$ cat src/rtl/simon_pkg.sv
// Shared Simon Says types and constants used by the sequence player,
// the compare path and the game controller.
package simon_pkg;

  typedef logic [1:0] sym_t;

  typedef enum logic [2:0] {
    ST_IDLE   = 3'd0,
    ST_FETCH  = 3'd1,
    ST_LATCH  = 3'd2,
    ST_SHOW   = 3'd3,
    ST_GAP    = 3'd4,
    ST_FINISH = 3'd5
  } player_state_t;

  localparam logic [3:0] LED_BLANK          = 4'b0000;
  localparam int         DEFAULT_SEQ_MAX_LEN = 32;
  localparam int         DEFAULT_ON_CYCLES   = 4;
  localparam int         DEFAULT_OFF_CYCLES  = 2;

  function automatic int max_int(input int a, input int b);
    return (a > b) ? a : b;
  endfunction

endpackage

$ cat src/rtl/decoder_2_4.sv
// Symbol-to-LED one-hot map; shared with the compare path so the
// displayed and checked encodings stay identical.
module decoder_2_4
  import simon_pkg::*;
(
  input  sym_t       sym_i,
  output logic [3:0] led_o
);

  // combinational 2-to-4 one-hot decode
  always_comb begin
    led_o = LED_BLANK;
    case (sym_i)
      2'd0:    led_o = 4'b0001;
      2'd1:    led_o = 4'b0010;
      2'd2:    led_o = 4'b0100;
      2'd3:    led_o = 4'b1000;
      default: led_o = LED_BLANK;
    endcase
  end

endmodule

$ cat src/rtl/seq_player.sv
// Plays the stored Simon sequence: fetches each symbol from a sync-read RAM,
// lights its LED for ON_CYCLES, blanks for OFF_CYCLES, then pulses done.
module seq_player
  import simon_pkg::*;
#(
  parameter int SEQ_MAX_LEN = DEFAULT_SEQ_MAX_LEN,
  parameter int ADDR_W      = $clog2(SEQ_MAX_LEN),
  parameter int ON_CYCLES   = DEFAULT_ON_CYCLES,
  parameter int OFF_CYCLES  = DEFAULT_OFF_CYCLES
) (
  input  logic              clk_i,
  input  logic              reset_i,
  input  logic              on_off_i,
  input  logic              start_i,
  input  logic [ADDR_W:0]   seq_len_i,
  output logic [ADDR_W-1:0] mem_addr_o,
  input  sym_t              mem_data_i,
  output logic [3:0]        led_o,
  output logic              busy_o,
  output logic              done_o
);

  localparam int                TICK_W   = $clog2(max_int(ON_CYCLES, OFF_CYCLES) + 1);
  localparam logic [TICK_W-1:0] ON_LAST  = TICK_W'(ON_CYCLES - 1);
  localparam logic [TICK_W-1:0] OFF_LAST = TICK_W'(OFF_CYCLES - 1);
  localparam logic [ADDR_W:0]   LEN_MAX  = (ADDR_W + 1)'(SEQ_MAX_LEN);

  player_state_t     state_q, state_d;
  logic [ADDR_W-1:0] idx_q, idx_d;
  logic [ADDR_W:0]   len_q, len_d;
  logic [TICK_W-1:0] tick_q, tick_d;
  sym_t              cur_sym_q, cur_sym_d;
  logic [ADDR_W-1:0] mem_addr_q, mem_addr_d;
  logic [3:0]        led_q, led_d;
  logic              busy_q, busy_d;
  logic              done_q, done_d;
  logic [3:0]        dec_led;

  // decode the symbol that will be shown next cycle so led can be registered
  decoder_2_4 u_decoder (
    .sym_i (cur_sym_d),
    .led_o (dec_led)
  );

  // next-state, counters and registered-output decode
  always_comb begin
    state_d    = state_q;
    idx_d      = idx_q;
    len_d      = len_q;
    tick_d     = tick_q;
    cur_sym_d  = cur_sym_q;
    mem_addr_d = mem_addr_q;

    if (!on_off_i) begin
      state_d = ST_IDLE;
      tick_d  = '0;
    end else begin
      case (state_q)
        ST_IDLE: begin
          if (start_i) begin
            len_d  = (seq_len_i > LEN_MAX) ? LEN_MAX : seq_len_i;
            idx_d  = '0;
            tick_d = '0;
            if (len_d == '0) begin
              state_d = ST_FINISH;
            end else begin
              state_d    = ST_FETCH;
              mem_addr_d = '0;
            end
          end else begin
            state_d = ST_IDLE;
          end
        end
        ST_FETCH: state_d = ST_LATCH;
        ST_LATCH: begin
          cur_sym_d = mem_data_i;
          tick_d    = '0;
          state_d   = ST_SHOW;
        end
        ST_SHOW: begin
          if (tick_q == ON_LAST) begin
            tick_d  = '0;
            state_d = ST_GAP;
          end else begin
            tick_d = tick_q + TICK_W'(1);
          end
        end
        ST_GAP: begin
          if (tick_q == OFF_LAST) begin
            tick_d = '0;
            // the last index ends playback, so idx never wraps past len-1
            if ({1'b0, idx_q} == len_q - (ADDR_W + 1)'(1)) begin
              state_d = ST_FINISH;
            end else begin
              idx_d      = idx_q + ADDR_W'(1);
              mem_addr_d = idx_q + ADDR_W'(1);
              state_d    = ST_FETCH;
            end
          end else begin
            tick_d = tick_q + TICK_W'(1);
          end
        end
        ST_FINISH: state_d = ST_IDLE;
        default:   state_d = ST_IDLE;
      endcase
    end

    led_d  = (state_d == ST_SHOW) ? dec_led : LED_BLANK;
    busy_d = (state_d != ST_IDLE);
    done_d = (state_d == ST_FINISH);
  end

  // state and output registers with synchronous reset
  always_ff @(posedge clk_i) begin
    if (reset_i) begin
      state_q    <= ST_IDLE;
      idx_q      <= '0;
      len_q      <= '0;
      tick_q     <= '0;
      cur_sym_q  <= 2'b00;
      mem_addr_q <= '0;
      led_q      <= LED_BLANK;
      busy_q     <= 1'b0;
      done_q     <= 1'b0;
    end else begin
      state_q    <= state_d;
      idx_q      <= idx_d;
      len_q      <= len_d;
      tick_q     <= tick_d;
      cur_sym_q  <= cur_sym_d;
      mem_addr_q <= mem_addr_d;
      led_q      <= led_d;
      busy_q     <= busy_d;
      done_q     <= done_d;
    end
  end

  assign mem_addr_o = mem_addr_q;
  assign led_o      = led_q;
  assign busy_o     = busy_q;
  assign done_o     = done_q;

endmodule

$ cat config.mk
export PLATFORM = sky130hd
export DESIGN_NAME = seq_player
export DESIGN_NICKNAME = d
export VERILOG_FILES = /design/src/rtl/simon_pkg.sv /design/src/rtl/decoder_2_4.sv /design/src/rtl/seq_player.sv
export SDC_FILE = /design/constraint.sdc
export NUM_CORES = 1
export LEC_CHECK = 0
export BUFFER_PORTS_ARGS = -buffer_cell sky130_fd_sc_hd__buf_2
export CORE_ASPECT_RATIO = 1.75
export CORE_MARGIN = 10
export CORE_UTILIZATION = 30
export CTS_CLUSTER_DIAMETER = 150
export DETAILED_ROUTE_END_ITERATION = 8
export PLACE_DENSITY = 0.56
export SLEW_MARGIN = 20
export SYNTH_ARGS = -nofsm -noshare
export SYNTH_HDL_FRONTEND = slang
export SYNTH_HIERARCHICAL = 1
export SYNTH_SLANG_ARGS = --single-unit
$ cat constraint.sdc
create_clock -name clk_i -period 3 [get_ports clk_i]
set_clock_uncertainty 0.2 [all_clocks]
set_input_delay 0.15 -clock clk_i [delete_from_list [all_inputs] [get_ports clk_i]]
set_output_delay 0.15 -clock clk_i [all_outputs]
set_load 0.05 [all_outputs]
* After elaboration in Yosys (flattened, before gate mapping)
Index checks and enable logic that the tools add are counted.
Storage, ports and cells: flip-flop bits (word level) 30, bits of input ports 12
Operators by class: add/sub/neg operators 3, $lt $le $gt $ge 1, eq/ne operators 16, muxes and demuxes 22, bitwise logic cells 2, reduce and logical (&&, ||, !) cells 12
Operators with widths (count):
- 2-to-1 mux 3 bit | 9
- 2-to-1 mux 5 bit | 5
- one-hot mux 5 bit (2 select lines) | 2
- one-hot mux 4 bit (4 select lines) | 1
- one-hot mux 3 bit (5 select lines) | 1
- == test 3 x 2 -> 1 bit (second input constant) | 4
- one-hot mux 3 bit (4 select lines) | 1
- != test 2 bit (second input constant) | 4
- == test 3 x 1 -> 1 bit (second input constant) | 2
- == test 3 bit (second input constant) | 2
- == test 5 x 6 -> 1 bit | 1
- greater-than comparator 6 bit (second input constant) | 1
- logical NOT 6 bit | 1
- 2-to-1 mux 6 bit | 1
- AND reduction 6 bit | 1
- subtractor 6 x 1 -> 6 bit (second input constant) | 1
- adder 5 x 1 -> 5 bit (second input constant) | 1
- AND reduction 5 bit | 1
- == test 2 bit (second input constant) | 2
- 2-to-1 mux 2 bit | 2
- nonzero test 4 bit | 1
- OR reduction 2 bit | 2
- adder 3 x 1 -> 3 bit (second input constant) | 1
- logical NOT 3 bit | 1
- other kinds (7) | 8

* Longest topological paths before layout
depth after elaboration 10, gate-level depth with buffers 8

* Cells and area by module
Netlist, hierarchy kept.
By module, submodules not included:
- seq_player | instances 1, cells each 195, area an instance 1674.1 µm²
- decoder_2_4 | instances 1, cells each 4, area an instance 26.3 µm²

* Worst setup path after synthesis
No wires, ideal clock.
kind register -> register, start register len_q[0], end register idx_q[0], arrival time 1.888 ns, data required time 2.729 ns, slack 0.842 ns, stages on the path, launching flop included 9, period minus slack after synthesis 2.158 ns, cells stage by stage dfxtp_1 > inv_1 > ha_1 > nor3b_1 > o211ai_1 > nor4_4 > and2_1 > or4b_1 > a21oi_1
On the way: cells in the longest elaborated chain, start to end 4
RTL lines:
- start: declaration | line seq_player.sv:30 | logic [ADDR_W:0] len_q, len_d;
- start signal: assignment | line seq_player.sv:128 | len_q <= len_d;
- subtractor 6 x 1 -> 6 bit | line seq_player.sv:92 | if ({1'b0, idx_q} == len_q - (ADDR_W + 1)'(1)) begin
- == test 5 x 6 -> 1 bit | line seq_player.sv:92
- != test 2 bit (no source line)
- AND reduction 5 bit (no source line)
- end signal: assignment | line seq_player.sv:127 | idx_q <= idx_d;
- end: declaration | line seq_player.sv:29 | logic [ADDR_W-1:0] idx_q, idx_d;
Every way passes these cells. A chain may end at the register's enable or synchronous reset.

* Worst setup path in the final report
start register state_q[1], end register idx_q[4]
On the way: cells in the longest elaborated chain, start to end 3
RTL lines:
- start: declaration | line seq_player.sv:28 | player_state_t state_q, state_d;
- start signal: assignment | line seq_player.sv:126 | state_q <= state_d;
- == test 3 bit / logical NOT 3 bit (equally long branches) | line seq_player.sv:58 | case (state_q)
- != test 2 bit (no source line) / nonzero test 2 bit (equally long branches)
- AND reduction 5 bit (no source line)
Parallel ways exist; a longest one is shown, timed or not.

==> impl_table.tex <==
\begin{tabular}{lr}
\hline
Metric & Value \\
\hline
\multicolumn{2}{l}{\textbf{Run status}} \\
Result of the run & completed \\
\multicolumn{2}{l}{\textbf{Routing}} \\
Final routed wire length divided by cell count & 13.8 um \\
Post-detailed-route count of antenna-violating nets & 0 \\
Total length of routed wires & between 4000 and 5000 um \\
Number of remaining DRC errors & 0 \\
Routed vias & 1523 \\
Number of iterations in the first detailed-routing pass & 4 \\
Number of design-rule violations left by the first detailed-router iteration & 35 \\
Routed vias/inst & between 4 and 5 \\
\multicolumn{2}{l}{\textbf{Clock tree}} \\
Setup fix buffers added after clock tree synthesis & 0 \\
Maximum clock insertion buffer count & 2 \\
Clock buffers created by TritonCTS & 5 \\
Clock latency at the later pin of the worst-skew pair & roughly 0.28 ns \\
Hold buffer count at CTS & 7 \\
Clock tree root buffer cell & clkbuf\_8 \\
H-tree levels & 2 \\
Clock Pin Slew Worst Setup and Hold Paths & 0.06 ns \\
Number of sinks handled by clock tree synthesis & 30 \\
Post-cts repair resize count & 0 \\
TritonCTS clock tree & yes \\
\multicolumn{2}{l}{\textbf{Yosys}} \\
Async SR Flop Fraction & 0\% \\
Gate Count Post-Synth & just under 200 \\
Mean post-synth cell area & between 8 and 9 um2 \\
Post-synth top area share & about a third \\
Count of unique library cells instantiated by Yosys & 52 \\
Count of state elements after synthesis & 30 \\
Synthesized area & about 1700 um2 \\
Post-synthesis net count & about 220 \\
Primary flip-flop cell chosen by synthesis mapping & dfxtp\_1 \\
Most area-hungry cell type in the Yosys netlist & dfxtp\_1 \\
Sequential share of the synthesized area & 35.3\% \\
Synth Warn \# & 6 \\
Synth top area cells & dfxtp\_1 (35\%), ha\_1 (5.2\%), a21oi\_1 (4.4\%) \\
EDFF count, synth & 0 \\
\multicolumn{2}{l}{\textbf{Timing}} \\
Max-Slew Margin vs Limit & 56.4\% \\
Final period util & 80.9\% \\
Setup TNS after final layout & 0 ns \\
Setup violations, final & 0 \\
Hold Vio Cnt, Final & 0 \\
Setup repair after global routing missed its margin & false \\
Crit path time final & 2.43 ns \\
Least-Margin Pin Slew & roughly 0.65 ns \\
Number of pins with negative max-slew slack in the final report & 0 \\
Achievable clock frequency & 412 MHz \\
\multicolumn{2}{l}{\textbf{Global routing}} \\
First-pass GRT wire length & approximately 7000 um \\
Number of global-route vias before repair & 1494 \\
Number of antenna violations at the first check in global routing & 0 \\
Combined global-route utilization of all metal layers & about a tenth \\
Largest net degree at the start of global routing & 18 \\
Residual overflow from global routing & 0 \\
\multicolumn{2}{l}{\textbf{Setup path}} \\
Worst Path Arrival & approximately 2.5 ns \\
Crit-path leading delay family & compound AO/OA/AOI/OAI gates \\
Type of the setup path with the least slack & reg2reg \\
Worst-path cell chain & or3b\_1 -> a211oi\_2 -> a21oi\_1 -> a2111oi\_1 -> a21boi\_1 -> a21o\_1 \\
Slowest stage cell on the critical path & a2111oi\_1 \\
Worst Setup End Kind & flop \\
Critical path's largest stage delay & around 0.65 ns \\
Setup crit start kind & flop \\
Required arrival time at the worst endpoint & 3.03 ns \\
Sum of buffers and inverters on the critical path & 0 \\
Maximum fanout count along the critical path & 12 \\
\multicolumn{2}{l}{\textbf{Layout}} \\
Antenna Cells & 0 \\
Leading cell type in the layout, fill and taps excluded & dfxtp\_1 \\
Filler-free cell count of the finished design & just over 300 \\
Commonest cells after routing, fill and taps aside & dfxtp\_1 (30), buf\_2 (22), nor2\_1 (19) \\
Relative area change from synthesis to final layout & 22.4\% \\
Number of nets in the layout & 250 \\
End-of-flow core utilization & between 30\% and 40\% \\
Ratio of cells with drive above 1 in the final layout & between 20 and 25\% \\
Post-route cell area & around 2100 um2 \\
\multicolumn{2}{l}{\textbf{Place}} \\
Final weighted congestion in routability-driven placement & roughly 0.8 \\
Final HPWL DP & roughly 3300 um \\
Count of input and output buffers & 22 \\
Instance area after placement & between 1500 and 2000 um2 \\
Placed cell count & about 290 \\
\multicolumn{2}{l}{\textbf{Min path}} \\
Worst min-delay path category & in2reg \\
\multicolumn{2}{l}{\textbf{Floorplanning}} \\
Placeable Area & roughly 5500 um2 \\
DIE AREA & 9200 um2 \\
I/O pins & 23 \\
Number of placement rows & 36 \\
Y dimension of the die & between 100 and 150 um \\
Width of the die & around 77 um \\
Starting utilization of the core area & a little under a third \\
\multicolumn{2}{l}{\textbf{Power}} \\
Peak VDD IR & 0.282 mV \\
Final Power & about 0.91 mW \\
Cell leakage power & around 0.8 nW \\
Total power divided by cell area & around 440 nW/um2 \\
\multicolumn{2}{l}{\textbf{Run}} \\
Max-Cap Viols & 0 \\
\hline
\end{tabular}
-- cells by family after synthesis --
family / after synthesis / synth area share (%)
simple gates: 85 / 28.8
fa+ha+maj: 7 / 5.15
buf+inv: 17 / 4.19
mux: 7 / 4.34
xor+xnor: 7 / 3.61
flops: 30 / 35.3
compound gates: 46 / 18.5
-- routing by layer --
layer / wire length [um] / global-route usage (%) / part of all wire (%)
met5: 0 / 0 / 0
met4: 108 / 5.02 / 2.5
met3: 97 / 2.09 / 2.3
met2: 2480 / 19.0 / 58
met1: 1560 / 7.85 / 37
-- Yosys cell counts (4+ instances only) --
cell type,n
dfxtp_1,30
nor2_1,19
nand2_1,17
a21oi_1,15
inv_1,9
and2_1,8
nand3b_1,8
clkbuf_1,7
ha_1,7
nand3_1,6
or2_2,5
mux2i_1,4
xor2_1,4
-- per-stage QoR --
step,hold WS (ns),setup slack [ns]
3_5_place_dp,0.248,0.607
4_1_cts,0.0467,0.596
6_report,0.0490,0.574
3_3_place_gp,0.242,0.640
5_1_grt,0.0677,0.360
2_1_floorplan,0.0860,0.842
-- power breakdown --
group / total (mW) / internal (mW) / switching, mW / leakage, nW
combinational: 0.0829 / 0.0355 / 0.0474 / 0.515
clock: 0.413 / 0.265 / 0.148 / 0.0573
sequential: 0.410 / 0.403 / 0.00612 / 0.242
total: 0.905 / 0.704 / 0.201 / 0.814
-- flip-flops by register name, indices dropped and copies added, names as in the netlist --
signal and cells:
state_q 3, done_o 1, mem_addr_o 5, idx_q 5
len_q 6, led_o 4, cur_sym_q 2, tick_q 3
busy_o 1
-- final cells by class --
| type | count | area (um2) |
|---|---|---|
| clock inverter | 1 | 30.0 |
| sequential | 30 | 601 |
| tap | 76 | 95.1 |
| fill | 585 | 3460 |
| inverter | 9 | 33.8 |
| timing repair buffer | 33 | 210 |
| multi-input combinational | 152 | 1030 |
| clock buffer | 6 | 82.6 |
-- final timing paths --
path / start / end / slack [ns] / depth (start not counted)
setup / recovery: state_q[1] / idx_q[4] / 0.57 / 6
hold / removal: reset_i / mem_addr_o[3] / 0.05 / 2
setup reg to reg: state_q[1] / idx_q[4] / 0.57 / 6
hold reg to reg: len_q[1] / len_q[1] / 0.28 / 2
(Power assumes the default switching activity.)
